`src/rtl/mdu_pkg.sv`:
```
// Shared types and constants for the RV32M multiply/divide unit.
// Also provides a default for the global DATA_WIDTH macro.
`ifndef DATA_WIDTH
`define DATA_WIDTH 32
`endif

package mdu_pkg;

  localparam int XLEN           = `DATA_WIDTH;
  localparam int MDU_ITERATIONS = 32;
  localparam int CNT_W          = 6;

  localparam logic [XLEN-1:0] QUOT_ALL_ONES = '1;
  localparam logic [XLEN-1:0] INT_MIN       = {1'b1, {(XLEN-1){1'b0}}};

  typedef enum logic [2:0] {
    OP_MUL    = 3'b000,
    OP_MULH   = 3'b001,
    OP_MULHSU = 3'b010,
    OP_MULHU  = 3'b011,
    OP_DIV    = 3'b100,
    OP_DIVU   = 3'b101,
    OP_REM    = 3'b110,
    OP_REMU   = 3'b111
  } mdu_op_e;

  typedef enum logic [2:0] {
    S_IDLE,
    S_PREP,
    S_CALC,
    S_FIX,
    S_DONE
  } mdu_state_e;

endpackage

```
`src/rtl/mdu_iter_core.sv`:
```
// One combinational iteration of the MDU datapath: shift-add multiply step, and
// (with MDU_DIV_EN defined) a restoring-division step producing one quotient bit.
`ifndef DATA_WIDTH
`define DATA_WIDTH 32
`endif

module mdu_iter_core
  import mdu_pkg::*;
(
`ifdef MDU_DIV_EN
  input  logic              is_div,
`endif
  input  logic [2*XLEN-1:0] acc,
  input  logic [XLEN-1:0]   op_a,
  input  logic [XLEN-1:0]   op_b,
  input  logic [4:0]        step,
  output logic [2*XLEN-1:0] acc_next
);

  logic [2*XLEN-1:0] addend;
`ifdef MDU_DIV_EN
  logic [XLEN:0]     rem_shift;
  logic              ge;
  logic [XLEN-1:0]   rem_new;
`endif

  always_comb begin
    addend = '0;
    if (op_b[step]) begin
      addend = {{XLEN{1'b0}}, op_a} << step;
    end
    acc_next = acc + addend;
`ifdef MDU_DIV_EN
    // Upper word holds the partial remainder, lower word collects quotient bits
    rem_shift = {acc[2*XLEN-1:XLEN], op_a[5'(XLEN-1) - step]};
    ge        = (rem_shift >= {1'b0, op_b});
    rem_new   = ge ? (rem_shift[XLEN-1:0] - op_b) : rem_shift[XLEN-1:0];
    if (is_div) begin
      acc_next = {rem_new, acc[XLEN-2:0], ge};
    end
`endif
  end

endmodule

```
`src/rtl/mul_div_unit.sv`:
```
// Iterative RV32M multiply/divide unit with fixed 35-cycle latency.
// Define MDU_DIV_EN to include the divide datapath; otherwise divide ops return 0.
`ifndef DATA_WIDTH
`define DATA_WIDTH 32
`endif

module mul_div_unit
  import mdu_pkg::*;
(
  input  logic                   Clk,
  input  logic                   Rst,
  input  logic                   Start,
  input  logic                   Kill,
  input  logic [2:0]             Op,
  input  logic [`DATA_WIDTH-1:0] OperandA,
  input  logic [`DATA_WIDTH-1:0] OperandB,
  output logic                   Busy,
  output logic                   Done,
  output logic [`DATA_WIDTH-1:0] Result
);

  mdu_state_e        state_q, state_d;
  mdu_op_e           op_q, op_d;
  logic [XLEN-1:0]   a_q, a_d, b_q, b_d;
  logic [XLEN-1:0]   result_q, result_d;
  logic              neg_res_q, neg_res_d, neg_rem_q, neg_rem_d;
  logic [CNT_W-1:0]  cnt_q, cnt_d;
  logic [2*XLEN-1:0] acc_q, acc_d, acc_step, prod;
  logic              sign_a, sign_b;
  logic [XLEN-1:0]   fix_val;

  assign sign_a = a_q[XLEN-1] && (op_q inside {OP_MULH, OP_MULHSU, OP_DIV, OP_REM});
  assign sign_b = b_q[XLEN-1] && (op_q inside {OP_MULH, OP_DIV, OP_REM});
  assign prod   = neg_res_q ? -acc_q : acc_q;

  mdu_iter_core u_iter (
`ifdef MDU_DIV_EN
    .is_div   (op_q[2]),
`endif
    .acc      (acc_q),
    .op_a     (a_q),
    .op_b     (b_q),
    .step     (cnt_q[CNT_W-2:0]),
    .acc_next (acc_step)
  );

  // Negating the whole accumulator also yields the correctly signed quotient in the low word
  always_comb begin
    fix_val = '0;
    if (!op_q[2]) begin
      fix_val = (op_q == OP_MUL) ? prod[XLEN-1:0] : prod[2*XLEN-1:XLEN];
    end
`ifdef MDU_DIV_EN
    else if (op_q == OP_DIV || op_q == OP_DIVU) begin
      if (b_q == '0) begin
        fix_val = QUOT_ALL_ONES;
      end else if (op_q == OP_DIV && neg_res_q && a_q == INT_MIN && b_q == XLEN'(1)) begin
        fix_val = INT_MIN;
      end else begin
        fix_val = prod[XLEN-1:0];
      end
    end else begin
      fix_val = neg_rem_q ? -acc_q[2*XLEN-1:XLEN] : acc_q[2*XLEN-1:XLEN];
    end
`endif
  end

  always_comb begin
    state_d   = state_q;
    op_d      = op_q;
    a_d       = a_q;
    b_d       = b_q;
    neg_res_d = neg_res_q;
    neg_rem_d = neg_rem_q;
    cnt_d     = cnt_q;
    acc_d     = acc_q;
    result_d  = result_q;
    unique case (state_q)
      S_IDLE: begin
        if (Start && !Kill) begin
          op_d    = mdu_op_e'(Op);
          a_d     = OperandA;
          b_d     = OperandB;
          state_d = S_PREP;
        end
      end
      S_PREP: begin
        a_d       = sign_a ? -a_q : a_q;
        b_d       = sign_b ? -b_q : b_q;
        neg_res_d = sign_a ^ sign_b;
        neg_rem_d = sign_a;
        cnt_d     = '0;
        acc_d     = '0;
        state_d   = S_CALC;
      end
      S_CALC: begin
        acc_d = acc_step;
        cnt_d = cnt_q + CNT_W'(1);
        if (cnt_q == CNT_W'(MDU_ITERATIONS - 1)) begin
          state_d = S_FIX;
        end
      end
      S_FIX: begin
        result_d = fix_val;
        state_d  = S_DONE;
      end
      S_DONE: state_d = S_IDLE;
      default: state_d = S_IDLE;
    endcase
    // A flush abandons the operation without touching the previous result
    if (Kill && state_q != S_IDLE) begin
      state_d  = S_IDLE;
      result_d = result_q;
    end
  end

  always_ff @(posedge Clk or posedge Rst) begin
    if (Rst) begin
      state_q   <= S_IDLE;
      op_q      <= OP_MUL;
      a_q       <= '0;
      b_q       <= '0;
      neg_res_q <= 1'b0;
      neg_rem_q <= 1'b0;
      cnt_q     <= '0;
      acc_q     <= '0;
      result_q  <= '0;
    end else begin
      state_q   <= state_d;
      op_q      <= op_d;
      a_q       <= a_d;
      b_q       <= b_d;
      neg_res_q <= neg_res_d;
      neg_rem_q <= neg_rem_d;
      cnt_q     <= cnt_d;
      acc_q     <= acc_d;
      result_q  <= result_d;
    end
  end

  assign Busy   = (state_q == S_PREP) || (state_q == S_CALC) || (state_q == S_FIX);
  assign Done   = (state_q == S_DONE);
  assign Result = result_q;

endmodule

```
`config.mk`:
```
export PLATFORM = sky130hd
export DESIGN_NAME = mul_div_unit
export DESIGN_NICKNAME = d
export VERILOG_FILES = /design/src/rtl/mdu_pkg.sv /design/src/rtl/mdu_iter_core.sv /design/src/rtl/mul_div_unit.sv
export SDC_FILE = /design/constraint.sdc
export NUM_CORES = 1
export LEC_CHECK = 0
export CAP_MARGIN = 20
export CORE_UTILIZATION = 56
export CTS_CLUSTER_SIZE = 40
export DETAILED_ROUTE_END_ITERATION = 10
export PLACE_DENSITY = 0.9
export SYNTH_ARGS = -nofsm -noshare
export SYNTH_HDL_FRONTEND = slang
export SYNTH_HIERARCHICAL = 1
export SYNTH_SLANG_ARGS = --single-unit
```
`constraint.sdc`:
```
create_clock -name Clk -period 5.63 [get_ports Clk]
set_input_delay 0.8445 -clock Clk [delete_from_list [all_inputs] [get_ports Clk]]
set_output_delay 0.8445 -clock Clk [all_outputs]
set_load 0.005 [all_outputs]
```
# Word-level counts from Yosys, hierarchy flattened
# Index checks and enable logic that the tools add are counted.
[op_classes]
n_bitwise = 2
n_eq_ne = 14
magnitude_cmp = 1
n_mux = 18
shift = 1
reduce_logical = 19
add_sub_neg = 5
[op_table]
columns = ["cell", "count"]
rows = [
  ["2-to-1 mux 32 bit", 6],
  ["2-to-1 mux 64 bit", 2],
  ["case mux 32 bit (2 select lines)", 2],
  ["case mux 64 bit (2 select lines)", 1],
  ["adder 64 bit", 1],
  ["negator 32 bit", 2],
  ["negator 64 bit", 1],
  ["<< shifter 32 x 5 -> 64 bit", 1],
  ["case mux 3 bit (4 select lines)", 1],
  ["case mux 6 bit (2 select lines)", 1],
  ["equality test 3 x 2 -> 1 bit, second input constant", 3],
  ["equality test 3 bit, second input constant", 3],
  ["2-to-1 mux 3 bit", 3],
  ["adder 6 x 1 -> 6 bit, second input constant", 1],
  ["equality test 3 x 1 -> 1 bit, second input constant", 2],
  ["equality test 6 x 5 -> 1 bit, second input constant", 1],
  ["logical NOT 3 bit", 2],
  ["less-than comparator 5 x 6 -> 1 bit, second input constant", 1],
  ["!= test 2 bit, second input constant", 3],
  ["!= test 3 bit, second input constant", 2],
  ["AND reduction 2 bit", 3],
  ["AND reduction 3 bit", 2],
  ["nonzero test 3 bit", 2],
  ["binary-select mux 1 bit (select 5 bit)", 1],
  ["8 further kinds", 13],
]
[word_totals]
ff_bits = 173
word_cells = 68
in_bits = 71
out_inout_bits = 34

# Depth between registers and ports, before layout
[logic_depth]
word_depth = 5
mapped_depth = 24
mapped_depth_nobuf = 20

# Modules after synthesis
# The synthesis kept the hierarchy.
[by_module_without_submodules]
columns = ["mod", "cells_each", "seq_area_each_um2", "n_inst", "area_each_um2"]
rows = [
  ["mul_div_unit", 1125, 4329.2, 1, 10028.4],
  ["mdu_iter_core", 900, 0.0, 1, 6438.7],
]

# Worst setup path after synthesis
# Ideal clock, no wire load.
[synth_path]
path_kind = "register -> register"
start = "register cnt_q[0]"
end = "register acc_q[61]"
stages_incl_launch_ff = 22
setup_time_ns = 0.121
period_less_slack_ns = 4.681
setup_slack_ns = 0.949
arrival_time_ns = 4.560
n_path_buf = 4
required_time_ns = 5.509
cell_sequence = "dfrtp_1 -> buf_2 -> buf_6 -> mux4_2 -> mux4_2 -> nand2_2 -> inv_1 -> a21oi_2 -> buf_4 -> nor2_1 -> ha_1 -> buf_6 -> a21o_4 -> a31oi_4 -> nand2_2 -> a211oi_2 -> o31ai_1 -> or3_4 -> a21bo_4 -> a21oi_2 -> o311ai_2 -> a22o_1"
[synth_between]
elab_chain_len = 5
elab_cells_between_ends = 6
classes_between = "add/sub: 1; shift: 1; mux: 4"
[synth_rtl]
columns = ["element", "line", "text"]
rows = [
  ["start: declaration", "mul_div_unit.sv:27", "logic [CNT_W-1:0] cnt_q, cnt_d;"],
  ["start signal: assignment", "mul_div_unit.sv:135", "cnt_q <= cnt_d;"],
  ["binary-select mux 1 bit (select 5 bit)", "mdu_iter_core.sv:29", "if (op_b[step]) begin"],
  ["2-to-1 mux 1 bit (implied by the code)", "mdu_iter_core.sv:29", ""],
  ["2-to-1 mux 64 bit *", "mdu_iter_core.sv:29", ""],
  ["adder 64 bit *", "mdu_iter_core.sv:32", "acc_next = acc + addend;"],
  ["named net acc_step[61]", "mul_div_unit.sv:28", "logic [2*XLEN-1:0] acc_q, acc_d, acc_step, prod;"],
  ["case mux 64 bit (2 select lines) *", "mul_div_unit.sv:78", "unique case (state_q)"],
  ["end signal: assignment", "mul_div_unit.sv:126", "acc_q <= '0;"],
  ["end signal: assignment", "mul_div_unit.sv:136", "acc_q <= acc_d;"],
  ["end: declaration", "mul_div_unit.sv:28", ""],
]
# The timed path passes the listed nets; every way through them passes the cells marked *. The select of a mux whose other input is x is not followed.
# A chain may end at the register's enable or synchronous reset.

# Final worst setup path
[layout_path]
start = "register cnt_q[0]"
end = "register acc_q[57]"
# The elaborated chain is that of the path after synthesis.

==> summary.txt <==
Outcome
  – Outcome: complete, no violations

Place
  – PortBufs: 104
  – Routability cong.: 1.017
  – Placed inst area: 0.01759 mm^2
  – Post-DP HPWL: 41480 um

Synth
  – Synth unique cells: 99
  – Syn Nets: 2164
  – Ys flop type: dfrtp_1
  – Synthesized area: 0.01647 mm^2
  – Post-synthesis sequential area ratio: 26.29%
  – Post-synth EDFFs: 0
  – Syn_area_per_cell: 8.132 um^2
  – Mapped Cells: 2025
  – Async set-reset flop share out of synthesis: 100.0%
  – Syn. warnings: 6
  – Post-synthesis register bit count: 173

Detailed routing
  – Drt wl/cell: 23.04 um
  – M1 wire length: 23770 um
  – WL met2: 24970 um
  – Vias per cell: 7.031
  – DRT antenna net count: 0
  – Via count: 17049
  – Router iterations before antenna repair: 6
  – Top Layer Used: met4
  – Initial drt markers: 2035
  – Drt drc: 0
  – WL final: 55860 um
  – WL met3: 4878 um

Cells and area
  – Register area: 0.004333 mm^2
  – Area Growth Syn to Fin: 10.46%
  – Nets: 2166
  – # fillers: 2500
  – Commonest non-fill, non-tap cell in the layout: nor2_1
  – Share of cells above drive strength 1: 8.971%
  – Final instance area: 0.01819 mm^2
  – Area of the multi-input gates: 0.01132 mm^2
  – Most frequent cells in the layout: 207 x nor2_1, 188 x nand2_1, 184 x a21oi_1, 170 x dfrtp_1, 104 x clkdlybuf4s50_1

Power and ir drop
  – Leakage: 7.613 nW
  – VDD IR-drop max: 0.2377 mV
  – Pwr dens: 495.5 mW/mm^2

Global route
  – Grt ovf: 0
  – Vias in the first global route: 15886
  – Initial antenna violation count: 0
  – First-pass GRT wire length: 89010 um
  – Largest net degree at the start of global routing: 128
  – GRT Util Overall: 37.13%

STA
  – RSZ-0062 raised after global routing: false
  – Clock skew: 0.01352 ns
  – Hold Fails Final Rpt: 0
  – Fmax: 0.1879 GHz
  – Slew headroom: 30.41%
  – Fin crit period: 5.322 ns
  – Final setup vio count: 0
  – Least-Margin Pin Slew: 1.044 ns
  – Period Utilization, post-route: 94.53%
  – Setup TNS: 0 ns
  – Max-slew violation count: 0

CTS
  – Max H-tree Level: 4
  – Clock Sinks: 173
  – Worst-path clk slew: 0.07 ns
  – Clock Latency Late Sink: 0.45 ns
  – Max Buffers Root-to-Sink: 2
  – Post-CTS Resized: 0
  – CTS tree: done
  – Num CTS Buffers: 17
  – Post-CTS Setup Repair Bufs: 0
  – Post-CTS Hold Buffers: 0
  – CTS root buf: clkbuf_16

Job
  – MaxCap Viol Count: 0

Floorplanning
  – Starting Density: 57.22%
  – DIE HEIGHT: 173.5 um
  – Die Wd: 173.5 um
  – Die ar.: 0.03010 mm^2
  – Num rows: 62
  – IO Pins: 105
  – Core Footprint: 0.02878 mm^2

Critical path
  – Type of origin of the critical path: flop
  – Crit path required time: 5.96 ns
  – Critical path arrival: 5.65 ns
  – Setup CP Type: flop to flop
  – R2r worst-path depth: 18
  – Worst Setup End Kind: flop
  – Critical Path Fanout Max: 46

Worst hold path
  – Hold Path Class: flop to flop
  – Hold path depth: 2
-- critical path, stage by stage, from the launching register on --
cell       delay, ns
dfrtp_2         0.57
buf_12          0.32
mux2_2          0.39
o21ai_0         0.26
inv_1           0.12
mux2i_1         0.33
nand2_1         0.08
o21ai_0         0.19
nor2_1          0.14
ha_1            0.46
o2111ai_1       0.23
o22ai_1         0.45
o21ai_1         0.20
a2111oi_2       0.58
or3_4           0.24
a21bo_4         0.16
a41oi_2         0.13
xnor2_1         0.15
a22o_1          0.20
-- final timing paths --
kind | start | endpoint | slack, ns
max | cnt_q[0] | acc_q[57] | 0.31
min | Result[21] | Result[21] | 0.49
max reg2reg | cnt_q[0] | acc_q[57] | 0.31
min reg2reg | Result[21] | Result[21] | 0.49
max in group asynchronous | Rst | acc_q[56] | 3.54
min in group asynchronous | Rst | acc_q[12] | 0.97
-- report_power, final --
part           switching (mW)  total, mW  internal [mW]  leakage (nW)
clock network           0.597       1.23          0.632         0.270
logic                    3.27       5.56           2.28          5.15
registers               0.643       2.23           1.58          2.19
total                    4.51       9.01           4.50          7.61
-- synthesized netlist by cell type, types with 30 or more instances --
master	instances	area [um^2]
nand4_1	35	219.0
mux4_2	32	720.7
a22o_1	65	569.3
xor2_1	50	437.9
o22ai_1	40	250.2
nor3_1	48	240.2
xnor2_1	51	446.7
nand3_1	37	185.2
or3_1	30	187.7
ha_1	67	838.3
nor4_1	36	225.2
a21o_1	42	315.3
clkbuf_1	111	416.7
nand2_1	188	705.7
mux2i_1	38	380.4
a21oi_1	184	920.9
dfrtp_1	173	4329
inv_1	31	116.4
nor2_1	207	777.0
o21ai_0	103	515.5
-- flip-flops by register name, summed over array words and instances (netlist names) --
name and count:
acc_q 64, Result 32, a_q 32, b_q 32, cnt_q 6, op_q 3
state_q 3, neg_res_q 1
-- routing by layer --
layer | up-vias | global-route usage (%)
met5 | - | 0
met4 | 0 | 14.79
met3 | 161 | 5.351
met1 | 8225 | 52.14
met2 | 1006 | 57.65
li1 | 7657 | -
-- cell families after synthesis --
kind of cell	share of synthesized area, %
compound gates	28.21
xor+xnor	5.372
fa+ha+maj	5.212
buf+inv	5.068
flops	26.29
mux	8.328
simple gates	21.52
-- cell type report --
class | instances | share of cell area, %
timing repair buffer | 140 | 7.456
clock inverter | 13 | 0.7222
antenna | 1 | 0.01376
sequential | 173 | 23.82
multi-input combinational | 1664 | 62.24
inverter | 31 | 0.6672
clock buffer | 19 | 2.435
tap | 384 | 2.641
-- per-stage QoR --
| stage | total power [mW] | cells | setup slack [ns] | hold slack, ns | util [%] |
|---|---|---|---|---|---|
| finish | 9.013 | 2425 | 0.3080 | 0.4858 | 63.20 |
| global route | 9.550 | 2424 | 0.1290 | 0.5074 | 63.19 |
| CTS | 8.870 | 2423 | 0.4165 | 0.4905 | 63.10 |
| detailed placement | 7.632 | 2391 | 0.4682 | 0.4725 | 61.10 |
| global placement | 7.515 | 2391 | 0.4518 | 0.4660 | 61.10 |
| floorplan | 6.088 | 2025 | 0.09700 | 0.4457 | - |
(Power assumes the default switching activity.)
